==> src/rtl/queue_burst_drainer_if.sv <==
// Queue dequeue side plus AW/W/B write channels between the drainer and its neighbours.
// Latency: none, signal bundle only.
// Backpressure: each channel is valid/ready.
interface queue_burst_drainer_if #(
    parameter int DATA_W  = 128,
    parameter int COUNT_W = 8,
    parameter int ADDR_W  = 32
);
    logic               io_deq_ready;
    logic               io_deq_valid;
    logic [DATA_W-1:0]  io_deq_bits;
    logic [COUNT_W-1:0] io_count;

    logic               io_aw_valid;
    logic               io_aw_ready;
    logic [ADDR_W-1:0]  io_aw_addr;
    logic [7:0]         io_aw_len;

    logic               io_w_valid;
    logic               io_w_ready;
    logic [DATA_W-1:0]  io_w_data;
    logic               io_w_last;

    logic               io_b_valid;
    logic               io_b_ready;

    modport master (
        output io_deq_ready,
        input  io_deq_valid, io_deq_bits, io_count,
        output io_aw_valid, io_aw_addr, io_aw_len,
        input  io_aw_ready,
        output io_w_valid, io_w_data, io_w_last,
        input  io_w_ready,
        input  io_b_valid,
        output io_b_ready
    );

    modport slave (
        input  io_deq_ready,
        output io_deq_valid, io_deq_bits, io_count,
        input  io_aw_valid, io_aw_addr, io_aw_len,
        output io_aw_ready,
        input  io_w_valid, io_w_data, io_w_last,
        output io_w_ready,
        output io_b_valid,
        input  io_b_ready
    );
endinterface

==> src/rtl/queue_burst_drainer.sv <==
// Drains a programmed number of queue entries into memory as fixed-size AW/W/B write bursts.
// Latency: start -> 1 WAIT cycle -> AW handshake -> first W beat next cycle, then 1 beat/cycle.
// Backpressure: a burst starts only once the queue holds it all; W stalls follow io_w_ready.
module queue_burst_drainer #(
    parameter int DATA_W    = 128,
    parameter int COUNT_W   = 8,
    parameter int ADDR_W    = 32,
    parameter int BURST_LEN = 16
) (
    input  logic              clock,
    input  logic              reset,
    input  logic              io_start,
    input  logic [ADDR_W-1:0] io_base_addr,
    input  logic [15:0]       io_total_beats,
    output logic              io_busy,
    output logic              io_done,
    queue_burst_drainer_if.master bus
);
    localparam int BEAT_BYTES = DATA_W / 8;

    typedef enum logic [2:0] {
        S_IDLE,
        S_WAIT,
        S_ADDR,
        S_DATA,
        S_RESP,
        S_FIN
    } state_t;

    state_t            state;
    state_t            state_nxt;
    logic [ADDR_W-1:0] addr;
    logic [15:0]       remaining;
    logic [8:0]        cur_len;
    logic [7:0]        beat;

    logic [8:0]        len_nxt;
    logic              count_ok;
    logic              last_beat;
    logic              w_fire;

    // Shorter tail burst once fewer than BURST_LEN entries remain.
    assign len_nxt   = (remaining >= 16'(BURST_LEN)) ? 9'(BURST_LEN) : remaining[8:0];
    assign count_ok  = 17'(bus.io_count) >= 17'(len_nxt);
    assign last_beat = 9'(beat) == (cur_len - 9'd1);
    assign w_fire    = bus.io_deq_valid && bus.io_w_ready;

    assign bus.io_aw_addr = addr;
    assign bus.io_aw_len  = 8'(cur_len - 9'd1);
    assign bus.io_w_data  = bus.io_deq_bits;

    always_ff @(posedge clock) begin
        if (!reset) begin
            state <= S_IDLE;
        end else begin
            state <= state_nxt;
        end
    end

    always_comb begin
        state_nxt        = state;
        io_busy          = 1'b0;
        io_done          = 1'b0;
        bus.io_deq_ready = 1'b0;
        bus.io_aw_valid  = 1'b0;
        bus.io_w_valid   = 1'b0;
        bus.io_w_last    = 1'b0;
        bus.io_b_ready   = 1'b0;
        case (state)
            S_IDLE: begin
                if (io_start) begin
                    state_nxt = (io_total_beats == 16'd0) ? S_FIN : S_WAIT;
                end
            end
            S_WAIT: begin
                io_busy = 1'b1;
                if (count_ok) begin
                    state_nxt = S_ADDR;
                end
            end
            S_ADDR: begin
                io_busy         = 1'b1;
                bus.io_aw_valid = 1'b1;
                if (bus.io_aw_ready) begin
                    state_nxt = S_DATA;
                end
            end
            S_DATA: begin
                io_busy          = 1'b1;
                bus.io_w_valid   = bus.io_deq_valid;
                bus.io_deq_ready = bus.io_w_ready;
                bus.io_w_last    = last_beat;
                if (w_fire && last_beat) begin
                    state_nxt = S_RESP;
                end
            end
            S_RESP: begin
                io_busy        = 1'b1;
                bus.io_b_ready = 1'b1;
                if (bus.io_b_valid) begin
                    state_nxt = (remaining == 16'(cur_len)) ? S_FIN : S_WAIT;
                end
            end
            S_FIN: begin
                io_done   = 1'b1;
                state_nxt = S_IDLE;
            end
            default: state_nxt = S_IDLE;
        endcase
    end

    always_ff @(posedge clock) begin
        if (!reset) begin
            addr      <= '0;
            remaining <= '0;
            cur_len   <= 9'd1;
            beat      <= '0;
        end else begin
            case (state)
                S_IDLE: begin
                    if (io_start) begin
                        addr      <= io_base_addr;
                        remaining <= io_total_beats;
                    end
                end
                S_WAIT: cur_len <= len_nxt;
                S_ADDR: begin
                    if (bus.io_aw_ready) begin
                        beat <= '0;
                    end
                end
                S_DATA: begin
                    if (w_fire) begin
                        beat <= beat + 8'd1;
                    end
                end
                S_RESP: begin
                    if (bus.io_b_valid) begin
                        remaining <= remaining - 16'(cur_len);
                        addr      <= addr + ADDR_W'(cur_len) * ADDR_W'(BEAT_BYTES);
                    end
                end
                default: ;
            endcase
        end
    end
endmodule

==> src/flat_wrapper.sv <==
// flat-port wrapper written by rule: the top's interface ports become plain ports
module queue_burst_drainer_flat 
#(
    parameter int DATA_W    = 128,
    parameter int COUNT_W   = 8,
    parameter int ADDR_W    = 32,
    parameter int BURST_LEN = 16
)
  (clock, reset, io_start, io_base_addr, io_total_beats, io_busy, io_done, bus_io_deq_ready, bus_io_deq_valid, bus_io_deq_bits, bus_io_count, bus_io_aw_valid, bus_io_aw_addr, bus_io_aw_len, bus_io_aw_ready, bus_io_w_valid, bus_io_w_data, bus_io_w_last, bus_io_w_ready, bus_io_b_valid, bus_io_b_ready);
  queue_burst_drainer_if #(.DATA_W(DATA_W), .COUNT_W(COUNT_W), .ADDR_W(ADDR_W)) bus_i ();
  input  logic clock;
  input  logic reset;
  input  logic io_start;
  input  logic [ADDR_W-1:0] io_base_addr;
  input  logic [15:0] io_total_beats;
  output logic io_busy;
  output logic io_done;
  output wire logic [$bits(bus_i.io_deq_ready)-1:0] bus_io_deq_ready;
  input wire logic [$bits(bus_i.io_deq_valid)-1:0] bus_io_deq_valid;
  input wire logic [$bits(bus_i.io_deq_bits)-1:0] bus_io_deq_bits;
  input wire logic [$bits(bus_i.io_count)-1:0] bus_io_count;
  output wire logic [$bits(bus_i.io_aw_valid)-1:0] bus_io_aw_valid;
  output wire logic [$bits(bus_i.io_aw_addr)-1:0] bus_io_aw_addr;
  output wire logic [$bits(bus_i.io_aw_len)-1:0] bus_io_aw_len;
  input wire logic [$bits(bus_i.io_aw_ready)-1:0] bus_io_aw_ready;
  output wire logic [$bits(bus_i.io_w_valid)-1:0] bus_io_w_valid;
  output wire logic [$bits(bus_i.io_w_data)-1:0] bus_io_w_data;
  output wire logic [$bits(bus_i.io_w_last)-1:0] bus_io_w_last;
  input wire logic [$bits(bus_i.io_w_ready)-1:0] bus_io_w_ready;
  input wire logic [$bits(bus_i.io_b_valid)-1:0] bus_io_b_valid;
  output wire logic [$bits(bus_i.io_b_ready)-1:0] bus_io_b_ready;
  assign bus_io_deq_ready = bus_i.io_deq_ready;
  assign bus_i.io_deq_valid = bus_io_deq_valid;
  assign bus_i.io_deq_bits = bus_io_deq_bits;
  assign bus_i.io_count = bus_io_count;
  assign bus_io_aw_valid = bus_i.io_aw_valid;
  assign bus_io_aw_addr = bus_i.io_aw_addr;
  assign bus_io_aw_len = bus_i.io_aw_len;
  assign bus_i.io_aw_ready = bus_io_aw_ready;
  assign bus_io_w_valid = bus_i.io_w_valid;
  assign bus_io_w_data = bus_i.io_w_data;
  assign bus_io_w_last = bus_i.io_w_last;
  assign bus_i.io_w_ready = bus_io_w_ready;
  assign bus_i.io_b_valid = bus_io_b_valid;
  assign bus_io_b_ready = bus_i.io_b_ready;
  queue_burst_drainer #(.DATA_W(DATA_W), .COUNT_W(COUNT_W), .ADDR_W(ADDR_W), .BURST_LEN(BURST_LEN)) u_core (.clock(clock), .reset(reset), .io_start(io_start), .io_base_addr(io_base_addr), .io_total_beats(io_total_beats), .io_busy(io_busy), .io_done(io_done), .bus(bus_i));
endmodule
==> config.mk <==
export PLATFORM = sky130hd
export DESIGN_NAME = queue_burst_drainer_flat
export DESIGN_NICKNAME = d
export VERILOG_FILES = /design/src/rtl/queue_burst_drainer_if.sv /design/src/rtl/queue_burst_drainer.sv /design/src/flat_wrapper.sv
export SDC_FILE = /design/constraint.sdc
export NUM_CORES = 1
export LEC_CHECK = 0
export BUFFER_PORTS_ARGS = -buffer_cell sky130_fd_sc_hd__buf_4
export CAP_MARGIN = 10
export CORE_AREA = 2 2 142 144
export CTS_BUF_LIST = sky130_fd_sc_hd__clkbuf_8
export DETAILED_ROUTE_END_ITERATION = 8
export DIE_AREA = 0 0 144 146
export PLACE_DENSITY = 0.62
export REMOVE_ABC_BUFFERS = 1
export SETUP_SLACK_MARGIN = 0.1
export SLEW_MARGIN = 20
export SYNTH_ARGS = -nofsm -noshare
export SYNTH_HDL_FRONTEND = slang
export SYNTH_SLANG_ARGS = --single-unit
==> constraint.sdc <==
create_clock -name clock -period 4.2 [get_ports clock]
set_input_delay 0.63 -clock clock [delete_from_list [all_inputs] [get_ports clock]]
set_output_delay 0.63 -clock clock [all_outputs]
set_load 0.05 [all_outputs]
After elaboration in Yosys (flattened, before gate mapping)
Index checks and enable logic that the tools add are counted.
Storage, ports and cells
  input port bits: 191
  logic and storage cells: 59
  register bits: 68
  output and inout bits: 175
Cells by class
  reductions and logical operators: 10
  $lt $le $gt $ge: 2
  add/subtract/negate cells: 4
  muxes and demuxes: 25
  equality and inequality tests: 13
Operators with widths (number)
  two-way mux 32 bit: 2
  case mux 32 bit (2 select lines): 1
  adder 32 x 13 -> 32 bit: 1
  two-way mux 16 bit: 2
  case mux 16 bit (2 select lines): 1
  two-way mux 3 bit: 7
  == test 16 x 9 -> 1 bit: 1
  greater-or-equal comparator 16 x 5 -> 1 bit (second input constant): 1
  zero test 16 bit: 1
  two-way mux 8 bit: 2
  case mux 8 bit (2 select lines): 1
  subtractor 16 x 9 -> 16 bit: 1
  case mux 3 bit (5 select lines): 1
  == test 8 x 9 -> 1 bit: 1
  greater-or-equal comparator 8 x 9 -> 1 bit: 1
  two-way mux 9 bit: 1
  subtractor 9 x 1 -> 9 bit (second input constant): 1
  adder 8 x 1 -> 8 bit (second input constant): 1
  two-way mux 1 bit: 7
  == test 3 x 2 -> 1 bit (second input constant): 2
  == test 3 bit (second input constant): 2
  inequality test 2 x 1 -> 1 bit (second input constant): 3
  inequality test 2 bit (second input constant): 3
  AND reduction 3 bit: 2
  6 further kinds: 8

Logic depth before layout (Yosys ltp)
Gate-level depths: netlist (run 1).
  depth after elaboration: 5
  depth in mapped cells: 12
  depth with buffers taken out: 12

Worst setup path before layout (run 1)
No wires, ideal clock.
  kind: register to output
  start point: reg u_core.cur_len[0]
  end point: out bus_io_w_last
  data required time: 3.570 ns
  cell stages (with the launch flop): 9
  buffers on the path: 0
  path slack: 0.282 ns
  arrival time: 3.288 ns
  cell sequence: dfxtp_1 > inv_1 > ha_1 > nor3b_1 > xnor2_1 > nor2_1 > nor4b_2 > nand2_1 > nor2_1
On the way
  word-level cells in the longest chain between the ends: 3
RTL lines
  start: declaration: line queue_burst_drainer.sv:34  | logic [8:0] cur_len;
  start signal: assignment: line queue_burst_drainer.sv:126  | S_WAIT: cur_len <= len_nxt;
  subtractor 9 x 1 -> 9 bit: line queue_burst_drainer.sv:45  | assign last_beat = 9'(beat) == (cur_len - 9'd1);
  named net bus_io_aw_len[0]: line flat_wrapper.sv:24  | output wire logic [$bits(bus_i.io_aw_len)-1:0] bus_io_aw_len;
  == test 8 x 9 -> 1 bit: line queue_burst_drainer.sv:45
  two-way mux 1 bit: line queue_burst_drainer.sv:69  | case (state)
  end: declaration: line flat_wrapper.sv:28  | output wire logic [$bits(bus_i.io_w_last)-1:0] bus_io_w_last;
The timed path passes the listed nets, and every way through them passes these cells.

Worst setup path after layout (run 1)
  start point: reg u_core.cur_len[1]
  end point: out bus_io_w_last
On the way
  word-level cells in the longest chain between the ends: 3
RTL lines (line)
  subtractor 9 x 1 -> 9 bit: queue_burst_drainer.sv:45
  == test 8 x 9 -> 1 bit: queue_burst_drainer.sv:45
  two-way mux 1 bit: queue_burst_drainer.sv:69
Every way passes these cells.

==> results of run 1 <==
==> final timing paths <==
kind                                      endpoint  slack, ns  cells after the start
min          u_core.bus.io_aw_addr[2]$_SDFFE_PN0P_       0.46                      2
max                                  bus_io_w_last       0.59                      9
min reg2reg  u_core.bus.io_aw_addr[2]$_SDFFE_PN0P_       0.46                      2
max reg2reg           u_core.state[0]$_SDFFE_PN0P_       1.06                     11
==> metrics by stage <==
step                      power, W  instance area (um2)
after floorplan            0.00268                 4670
after global placement     0.00342                 5870
after detailed placement   0.00343                 5870
after CTS                  0.00398                 6060
after global routing       0.00427                 6060
final                      0.00399                 6060
==> sequential cells by signal, indices dropped and copies added (netlist names) <==
| name | count |
|---|---|
| u_core.bus.io_aw_addr | 32 |
| u_core.remaining | 16 |
| u_core.cur_len | 9 |
| u_core.beat | 8 |
| u_core.state | 3 |
==> kinds of logic (layout without fill, tap and decap cells) <==
family | count (synthesis) | count (layout) | synth area share (%)
adder cells (fa/ha/maj) | 30 | 30 | 6.77
AND/OR/NAND/NOR | 266 | 266 | 23.1
flip-flops | 68 | 68 | 23.6
other | 1 | 4 | 0.0650
buffers and inverters | 186 | 157 | 20.8
multiplexers | 6 | 6 | 1.11
AO/OA/AOI/OAI | 176 | 176 | 20.8
XOR/XNOR | 22 | 22 | 3.82
==> synth_stat cells (all sizes together), types with 3 or more instances <==
cell type	instances
or2	3
nor3	27
ha	28
o311ai	5
nand3b	3
nand4	13
buf	137
a2111oi	3
o211ai	6
o21a	12
nand2	80
inv	24
clkbuf	24
a21o	7
nor3b	3
xor2	8
or3	8
o31a	3
dfxtp	68
or4	7
a22oi	4
and3	12
mux2i	3
nand2b	8
and2	7
o221ai	7
nor2b	8
mux2	3
nand3	21
xnor2	12
a31oi	13
o2111ai	3
nor4	10
o21ai	39
nor2	52
a21oi	31
a311oi	6
a211oi	16
o31ai	5
==> routing by layer <==
metal	GRT usage, %	part of all wire, %	vias to the layer above
li1	-	-	2519
met3	39.8	25	63
met2	51.7	43	441
met1	25.0	25	2556
met5	6.94	0.40	-
met4	19.2	6.5	4
==> cell type report <==
type / instances / area (um2)
well taps: 265 / 332
clock inverters: 7 / 60.1
fillers: 2132 / 13300
diodes: 1 / 2.50
multi-input cells: 503 / 3220
flip-flops and latches: 68 / 1360
clock buffers: 9 / 124
inverters: 25 / 93.8
repair buffers: 116 / 871
==> cells in the final DEF, fill, tap and decap left out, types with 6 or more instances in the layout <==
master                     count
sky130_fd_sc_hd__and2_1        7
sky130_fd_sc_hd__a311oi_1      6
sky130_fd_sc_hd__o21ai_0      39
sky130_fd_sc_hd__nand2_1      80
sky130_fd_sc_hd__a31oi_1      13
sky130_fd_sc_hd__or3_1         8
sky130_fd_sc_hd__xnor2_1      12
sky130_fd_sc_hd__nand4_1      13
sky130_fd_sc_hd__a21o_1        7
sky130_fd_sc_hd__o21a_1       12
sky130_fd_sc_hd__ha_1         28
sky130_fd_sc_hd__a21oi_1      31
sky130_fd_sc_hd__and3_1       11
sky130_fd_sc_hd__a211oi_1     15
sky130_fd_sc_hd__o221ai_1      7
sky130_fd_sc_hd__nor2b_1       8
sky130_fd_sc_hd__inv_1        26
sky130_fd_sc_hd__xor2_1        8
sky130_fd_sc_hd__o211ai_1      6
sky130_fd_sc_hd__nor2_1       52
sky130_fd_sc_hd__nand3_1      21
sky130_fd_sc_hd__buf_4       116
sky130_fd_sc_hd__nand2b_1      8
sky130_fd_sc_hd__nor4_1       10
sky130_fd_sc_hd__nor3_1       25
sky130_fd_sc_hd__clkbuf_8      9
sky130_fd_sc_hd__dfxtp_1      68
==> power breakdown <==
part           total, W  switching [W]  internal (W)
combinational   0.00243        0.00159      0.000849
clock          0.000553       0.000286      0.000267
sequential      0.00101       0.000198      0.000808
==> critical path, stage by stage (launching register included) <==
cell and delay, ns:
sky130_fd_sc_hd__dfxtp_1 0.51, sky130_fd_sc_hd__inv_1 0.16, sky130_fd_sc_hd__ha_1 0.30, sky130_fd_sc_hd__nor3b_1 0.18
sky130_fd_sc_hd__xnor2_1 0.19, sky130_fd_sc_hd__a2111oi_0 0.40, sky130_fd_sc_hd__nor4b_2 0.38, sky130_fd_sc_hd__nand2_1 0.08
sky130_fd_sc_hd__nor2_1 0.16, sky130_fd_sc_hd__buf_4 0.23
==> impl_table.tex, run 1 <==
\begin{tabular}{lr}
\hline
Metric & Value \\
\hline
\multicolumn{2}{l}{\textbf{STA}} \\
Hold Violations, Final & 0 \\
Worst Clk Skew & 0.0136 ns \\
Peak Freq & 277 MHz \\
Worst-Margin Slew & 0.966 ns \\
Setup slack of the critical path after layout & 0.593 ns \\
Sum of negative setup slack & 0 ns \\
Clock period minus final worst setup slack & 3.61 ns \\
Unrepaired setup endpoints after global routing & false \\
Count of pins over their slew limit & 0 \\
Worst hold slack & 0.456 ns \\
Max\_slew headroom & 35.6\% \\
Final worst-path cycle share & 85.9\% \\
Final Setup Violations & 0 \\
\multicolumn{2}{l}{\textbf{Clocking}} \\
Clock H-tree levels & 3 \\
Buffers inserted by post-CTS timing repair & 0 \\
TritonCTS clock tree & done \\
Cts repair resizes & 0 \\
Max Buffers Root-to-Sink & 2 \\
Root cell of the clock tree & sky130\_fd\_sc\_hd\_\_clkbuf\_8 \\
Hold-fix buffer count after cts & 0 \\
Clock transition at path regs & 0.08 ns \\
Sinks on the clock net & 68 \\
Source-to-sink clock delay at the later pin of the worst-skew pair & 0.38 ns \\
TritonCTS Buffers & 9 \\
\multicolumn{2}{l}{\textbf{Routing}} \\
Overall routed net length & 36900 um \\
Number of antenna-violating nets in the routed design & 0 \\
DRC viols & 0 \\
Mean routed wirelength per cell & 37.1 um \\
Router iterations before antenna repair & 7 \\
Total vias in the final route & 5583 \\
Initial DRC Count & 406 \\
Drt via density & 5.62 \\
\multicolumn{2}{l}{\textbf{Outcome}} \\
Run status & finished clean \\
\multicolumn{2}{l}{\textbf{Synth}} \\
Total standard cell area after synthesis & 0.00577 mm2 \\
Synthesized flop and latch total & 68 \\
Avg Synthesized Cell Area & 7.64 um2 \\
Area leader, netlist & sky130\_fd\_sc\_hd\_\_dfxtp\_1 \\
Synthesized netlist cell count & 755 \\
Yosys Warn Count & 0 \\
Top post-synthesis cells by area & sky130\_fd\_sc\_hd\_\_dfxtp\_1 24\%, sky130\_fd\_sc\_hd\_\_buf\_4 17\%, sky130\_fd\_sc\_hd\_\_ha\_1 6.1\% \\
Sequential share of the synthesized area & 23.6\% \\
Number of synthesized flops with an enable pin & 0 \\
Yosys top cell area share & 23.6\% \\
Ys flop type & sky130\_fd\_sc\_hd\_\_dfxtp\_1 \\
Async set-or-reset flop fraction in the synthesized netlist & 0\% \\
Number of distinct library cell variants in the gate-level netlist after synthesis & 68 \\
\multicolumn{2}{l}{\textbf{Setup path}} \\
Data arrival, critical path & 2.98 ns \\
Reg2Reg Launch Point & u\_core.remaining[11]\$\_SDFFE\_PN0P\_ \\
Startpoint Class & flip-flop \\
Crit path from & u\_core.cur\_len[1]\$\_SDFFE\_PN0P\_ \\
Type of the worst setup path & reg2out \\
Worst Path Required & 3.57 ns \\
Top fanout value on the critical path & 9 \\
Endpoint class of the critical path & output pin \\
\multicolumn{2}{l}{\textbf{Cells and area}} \\
Ratio of cells with drive above 1 in the final layout & 19.9\% \\
Final cell count without fillers & 994 \\
Nets & 944 \\
Final Core Density & 31.3\% \\
Syn-to-layout area delta & 5.05\% \\
\multicolumn{2}{l}{\textbf{Global route}} \\
Number of global-route vias before repair & 5174 \\
Largest net degree at the start of global routing & 50 \\
Overall global routing resource usage & 34.4\% \\
Antenna violations before repair & 1 \\
Global-route wire length before repair & 47600 um \\
Total grt overflow & 0 \\
\multicolumn{2}{l}{\textbf{Floorplan}} \\
Total die area & 0.0210 mm2 \\
Ports placed on the boundary & 366 \\
Core box area & 0.0193 mm2 \\
Vertical die dimension & 146 um \\
Number of rows created at floorplan & 51 \\
Die span in x & 144 um \\
Effective utilization at floorplan & 29.8\% \\
\multicolumn{2}{l}{\textbf{Place}} \\
Count of input and output buffers & 109 \\
Total instance count after detailed placement & 977 \\
Final HPWL DP & 32400 um \\
RePlAce Congestion & 1.06 \\
Placement Setup Slack & 1.04 ns \\
\multicolumn{2}{l}{\textbf{Worst hold path}} \\
Worst hold path startpoint & u\_core.bus.io\_aw\_addr[2]\$\_SDFFE\_PN0P\_ \\
Worst hold path class & reg2reg \\
\multicolumn{2}{l}{\textbf{Run}} \\
Max-cap violations & 0 \\
\multicolumn{2}{l}{\textbf{Pwr}} \\
Worst voltage drop across the vdd grid & 0.295 mV \\
Power density cells & 659 mW/mm2 \\
Static leakage & 2.46 nW \\
\hline
\end{tabular}
No activity file was read; power rests on OpenSTA's default activity.
==> inputs of run 2 (changes only) <==
--- a/config.mk
+++ b/config.mk
@@ -5,13 +5,15 @@
 export SDC_FILE = /design/constraint.sdc
 export NUM_CORES = 1
 export LEC_CHECK = 0
-export BUFFER_PORTS_ARGS = -buffer_cell sky130_fd_sc_hd__buf_4
 export CAP_MARGIN = 10
+export CELL_PAD_IN_SITES_DETAIL_PLACEMENT = 0
+export CELL_PAD_IN_SITES_GLOBAL_PLACEMENT = 2
 export CORE_AREA = 2 2 142 144
 export CTS_BUF_LIST = sky130_fd_sc_hd__clkbuf_8
 export DETAILED_ROUTE_END_ITERATION = 8
 export DIE_AREA = 0 0 144 146
-export PLACE_DENSITY = 0.62
+export DONT_BUFFER_PORTS = 1
+export PLACE_DENSITY = 0.77
 export REMOVE_ABC_BUFFERS = 1
 export SETUP_SLACK_MARGIN = 0.1
 export SLEW_MARGIN = 20
==> impl_table.tex, run 2 (synthesis results as in run 1) <==
\begin{tabular}{lr}
\hline
Metric & Value \\
\hline
\multicolumn{2}{l}{\textbf{STA}} \\
Setup slack of the critical path after layout & 0.372 ns (was 0.593 ns) \\
Worst hold slack & 0.363 ns (was 0.456 ns) \\
Unrepaired setup endpoints after global routing & false (unchanged) \\
Final Setup Violations & 0 (unchanged) \\
Sum of negative setup slack & 0 ns (unchanged) \\
Clock period minus final worst setup slack & 3.83 ns (was 3.61 ns) \\
Count of pins over their slew limit & 0 (unchanged) \\
Hold Violations, Final & 0 (unchanged) \\
Peak Freq & 261 MHz (was 277 MHz) \\
Worst-Margin Slew & 1.04 ns (was 0.966 ns) \\
Final worst-path cycle share & 91.2\% (was 85.9\%) \\
Max\_slew headroom & 30.5\% (was 35.6\%) \\
Worst Clk Skew & 0.0125 ns (was 0.0136 ns) \\
\multicolumn{2}{l}{\textbf{Setup path}} \\
Path depth of the worst reg2reg path & 11 (unchanged) \\
Data arrival, critical path & 3.20 ns (was 2.98 ns) \\
Top fanout value on the critical path & 9 (unchanged) \\
Stage delay of the slowest cell on the critical path & 0.45 ns (was 0.51 ns) \\
Endpoint class of the critical path & output pin (unchanged) \\
Worst flop-to-flop path endpoint & u\_core.state[0]\$\_SDFFE\_PN0P\_ (unchanged) \\
Family of cells with the greatest summed delay on the critical path & simple AND/OR/NAND/NOR gates (unchanged) \\
Type of the worst setup path & reg2out (unchanged) \\
Worst setup slack for register-to-register paths & 0.92 ns (was 1.06 ns) \\
Reg2Reg Launch Point & u\_core.remaining[11]\$\_SDFFE\_PN0P\_ (unchanged) \\
Worst Path Required & 3.57 ns (about the same) \\
Cell chain of the critical path & clkinvlp\_4, ha\_1, nor3b\_1, xnor2\_1, a2111oi\_0, nor4b\_2, nand2\_1, nor2\_1, buf\_4 (was inv\_1, ha\_1, nor3b\_1, xnor2\_1, a2111oi\_0, nor4b\_2, nand2\_1, nor2\_1, buf\_4) \\
Startpoint Class & flip-flop (unchanged) \\
Slowest cell on the critical path & sky130\_fd\_sc\_hd\_\_dfxtp\_2 (was sky130\_fd\_sc\_hd\_\_dfxtp\_1) \\
Buffering stage count on the worst path with inverters included & 2 (unchanged) \\
\multicolumn{2}{l}{\textbf{Pwr}} \\
Psw & 0.00205 W (was 0.00207 W) \\
Overall Power & 0.00381 W (was 0.00399 W) \\
Switching share of power & 53.7\% (was 51.8\%) \\
Static leakage & 1.93 nW (was 2.46 nW) \\
Worst voltage drop across the vdd grid & 0.228 mV (was 0.295 mV) \\
Power density cells & 719 mW/mm2 (was 659 mW/mm2) \\
Cell Int Power & 0.00176 W (was 0.00192 W) \\
Sequential fraction of design power & 35.5\% (was 25.2\%) \\
Comb pwr share & 49.2\% (was 61.0\%) \\
Proportion of power drawn by the clock network & 15.3\% (was 13.8\%) \\
\multicolumn{2}{l}{\textbf{Cells and area}} \\
Nets & 841 (was 944) \\
Most common cell after layout, fill and taps aside & sky130\_fd\_sc\_hd\_\_nand2\_1 (was sky130\_fd\_sc\_hd\_\_buf\_4) \\
Final Core Density & 27.4\% (was 31.3\%) \\
Max FFs per register & 32 (unchanged) \\
Ratio of cells with drive above 1 in the final layout & 7.05\% (was 19.9\%) \\
Highest-count cells in the layout ignoring fill and taps & 80 x sky130\_fd\_sc\_hd\_\_nand2\_1, 67 x sky130\_fd\_sc\_hd\_\_dfxtp\_1, 52 x sky130\_fd\_sc\_hd\_\_nor2\_1, 39 x sky130\_fd\_sc\_hd\_\_o21ai\_0, 31 x sky130\_fd\_sc\_hd\_\_a21oi\_1 (was 116 x sky130\_fd\_sc\_hd\_\_buf\_4, 80 x sky130\_fd\_sc\_hd\_\_nand2\_1, 68 x sky130\_fd\_sc\_hd\_\_dfxtp\_1, 52 x sky130\_fd\_sc\_hd\_\_nor2\_1, 39 x sky130\_fd\_sc\_hd\_\_o21ai\_0) \\
Syn-to-layout area delta & -8.09\% (was 5.05\%) \\
\multicolumn{2}{l}{\textbf{Place}} \\
Count of input and output buffers & 0 (was 109) \\
RePlAce Congestion & 1.04 (was 1.06) \\
Placement Setup Slack & 0.740 ns (was 1.04 ns) \\
Final HPWL DP & 32200 um (was 32400 um) \\
\multicolumn{2}{l}{\textbf{Worst hold path}} \\
Terminating pin of the worst hold path & u\_core.cur\_len[0]\$\_SDFFE\_PN1P\_ (was u\_core.bus.io\_aw\_addr[2]\$\_SDFFE\_PN0P\_) \\
Worst hold path startpoint & reset (was u\_core.bus.io\_aw\_addr[2]\$\_SDFFE\_PN0P\_) \\
Worst hold path class & in2reg (was reg2reg) \\
Hold Path Depth & 1 (was 2) \\
\multicolumn{2}{l}{\textbf{Global route}} \\
Overall global routing resource usage & 34.6\% (was 34.4\%) \\
Total grt overflow & 0 (unchanged) \\
Global-route wire length before repair & 47200 um (was 47600 um) \\
Antenna violations before repair & 3 (was 1) \\
Number of global-route vias before repair & 4879 (was 5174) \\
Largest net degree at the start of global routing & 50 (unchanged) \\
\multicolumn{2}{l}{\textbf{Clocking}} \\
Cts repair resizes & 0 (unchanged) \\
Max Buffers Root-to-Sink & 2 (unchanged) \\
Clock transition at path regs & 0.08 ns (about the same) \\
Sinks on the clock net & 68 (unchanged) \\
TritonCTS Buffers & 9 (unchanged) \\
Clock H-tree levels & 3 (unchanged) \\
Hold-fix buffer count after cts & 0 (unchanged) \\
Root cell of the clock tree & sky130\_fd\_sc\_hd\_\_clkbuf\_8 (unchanged) \\
Buffers inserted by post-CTS timing repair & 0 (unchanged) \\
TritonCTS clock tree & done (unchanged) \\
Source-to-sink clock delay at the later pin of the worst-skew pair & 0.38 ns (about the same) \\
\multicolumn{2}{l}{\textbf{Routing}} \\
Initial DRC Count & 335 (was 406) \\
Number of antenna-violating nets in the routed design & 0 (unchanged) \\
DRC viols & 0 (unchanged) \\
Total vias in the final route & 5154 (was 5583) \\
Drt via density & 5.78 (was 5.62) \\
Mean routed wirelength per cell & 41.7 um (was 37.1 um) \\
Router iterations before antenna repair & 5 (was 7) \\
Overall routed net length & 37100 um (was 36900 um) \\
\multicolumn{2}{l}{\textbf{Outcome}} \\
Run status & finished clean (unchanged) \\
\multicolumn{2}{l}{\textbf{Floorplan}} \\
Total die area & 0.0210 mm2 (unchanged) \\
Vertical die dimension & 146 um (unchanged) \\
Ports placed on the boundary & 366 (unchanged) \\
Number of rows created at floorplan & 51 (unchanged) \\
Effective utilization at floorplan & 29.8\% (unchanged) \\
Core box area & 0.0193 mm2 (unchanged) \\
Die span in x & 144 um (unchanged) \\
\multicolumn{2}{l}{\textbf{Run}} \\
Max-cap violations & 0 (unchanged) \\
\hline
\end{tabular}
-- run 2: cell types whose count changed in the layout (fill, tap and decap cells not counted) --
cell / change
sky130_fd_sc_hd__clkbuf_8: +1
sky130_fd_sc_hd__inv_1: -2
sky130_fd_sc_hd__clkinvlp_4: +2
sky130_fd_sc_hd__clkinv_2: -2
sky130_fd_sc_hd__dfxtp_2: +1
sky130_fd_sc_hd__dfxtp_1: -1
sky130_fd_sc_hd__diode_2: +1
sky130_fd_sc_hd__buf_4: -103
-- run 2: routing by layer --
layer	up-vias	global-route usage (%)	wire, um
li1	2318	-	-
met1	2366	24.2	8960
met2	388	48.7	15100
met3	74	41.9	9620
met4	8	25.1	3220
met5	-	8.37	230
-- run 2: worst max path at each step --
stage	startpoint	end	cells past startpoint
3_3_place_gp	u_core.cur_len[0]$_SDFFE_PN1P_	bus_io_w_last	9
2_1_floorplan	u_core.cur_len[0]$_SDFFE_PN1P_	bus_io_w_last	8
3_5_place_dp	u_core.cur_len[0]$_SDFFE_PN1P_	bus_io_w_last	9
6_report	u_core.cur_len[0]$_SDFFE_PN1P_	bus_io_w_last	9
4_1_cts	u_core.cur_len[0]$_SDFFE_PN1P_	bus_io_w_last	9
5_1_grt	u_core.cur_len[0]$_SDFFE_PN1P_	bus_io_w_last	9
-- run 2: metrics by stage --
stage	instance area (um2)	cells
floorplan	4670	596
global placement	5100	874
detailed placement	5100	874
CTS	5290	889
global route	5300	889
finish	5300	891
-- run 2: power by group through the flow --
stage	Sequential [W]	Combinational, W	Clock, W
floorplan	0.00128	0.00140	0
global placement	0.00136	0.00185	0
detailed placement	0.00136	0.00185	0
CTS	0.00135	0.00186	0.000594
global route	0.00138	0.00205	0.000615
finish	0.00135	0.00188	0.000582
-- run 2: final cells by class --
class,count,area [um2]
fillers,2120,14000
multi-input cells,503,3220
flip-flops and latches,68,1360
well taps,265,332
clock buffers,10,138
repair buffers,13,97.6
inverters,25,97.6
clock inverters,5,53.8
diodes,2,5.00
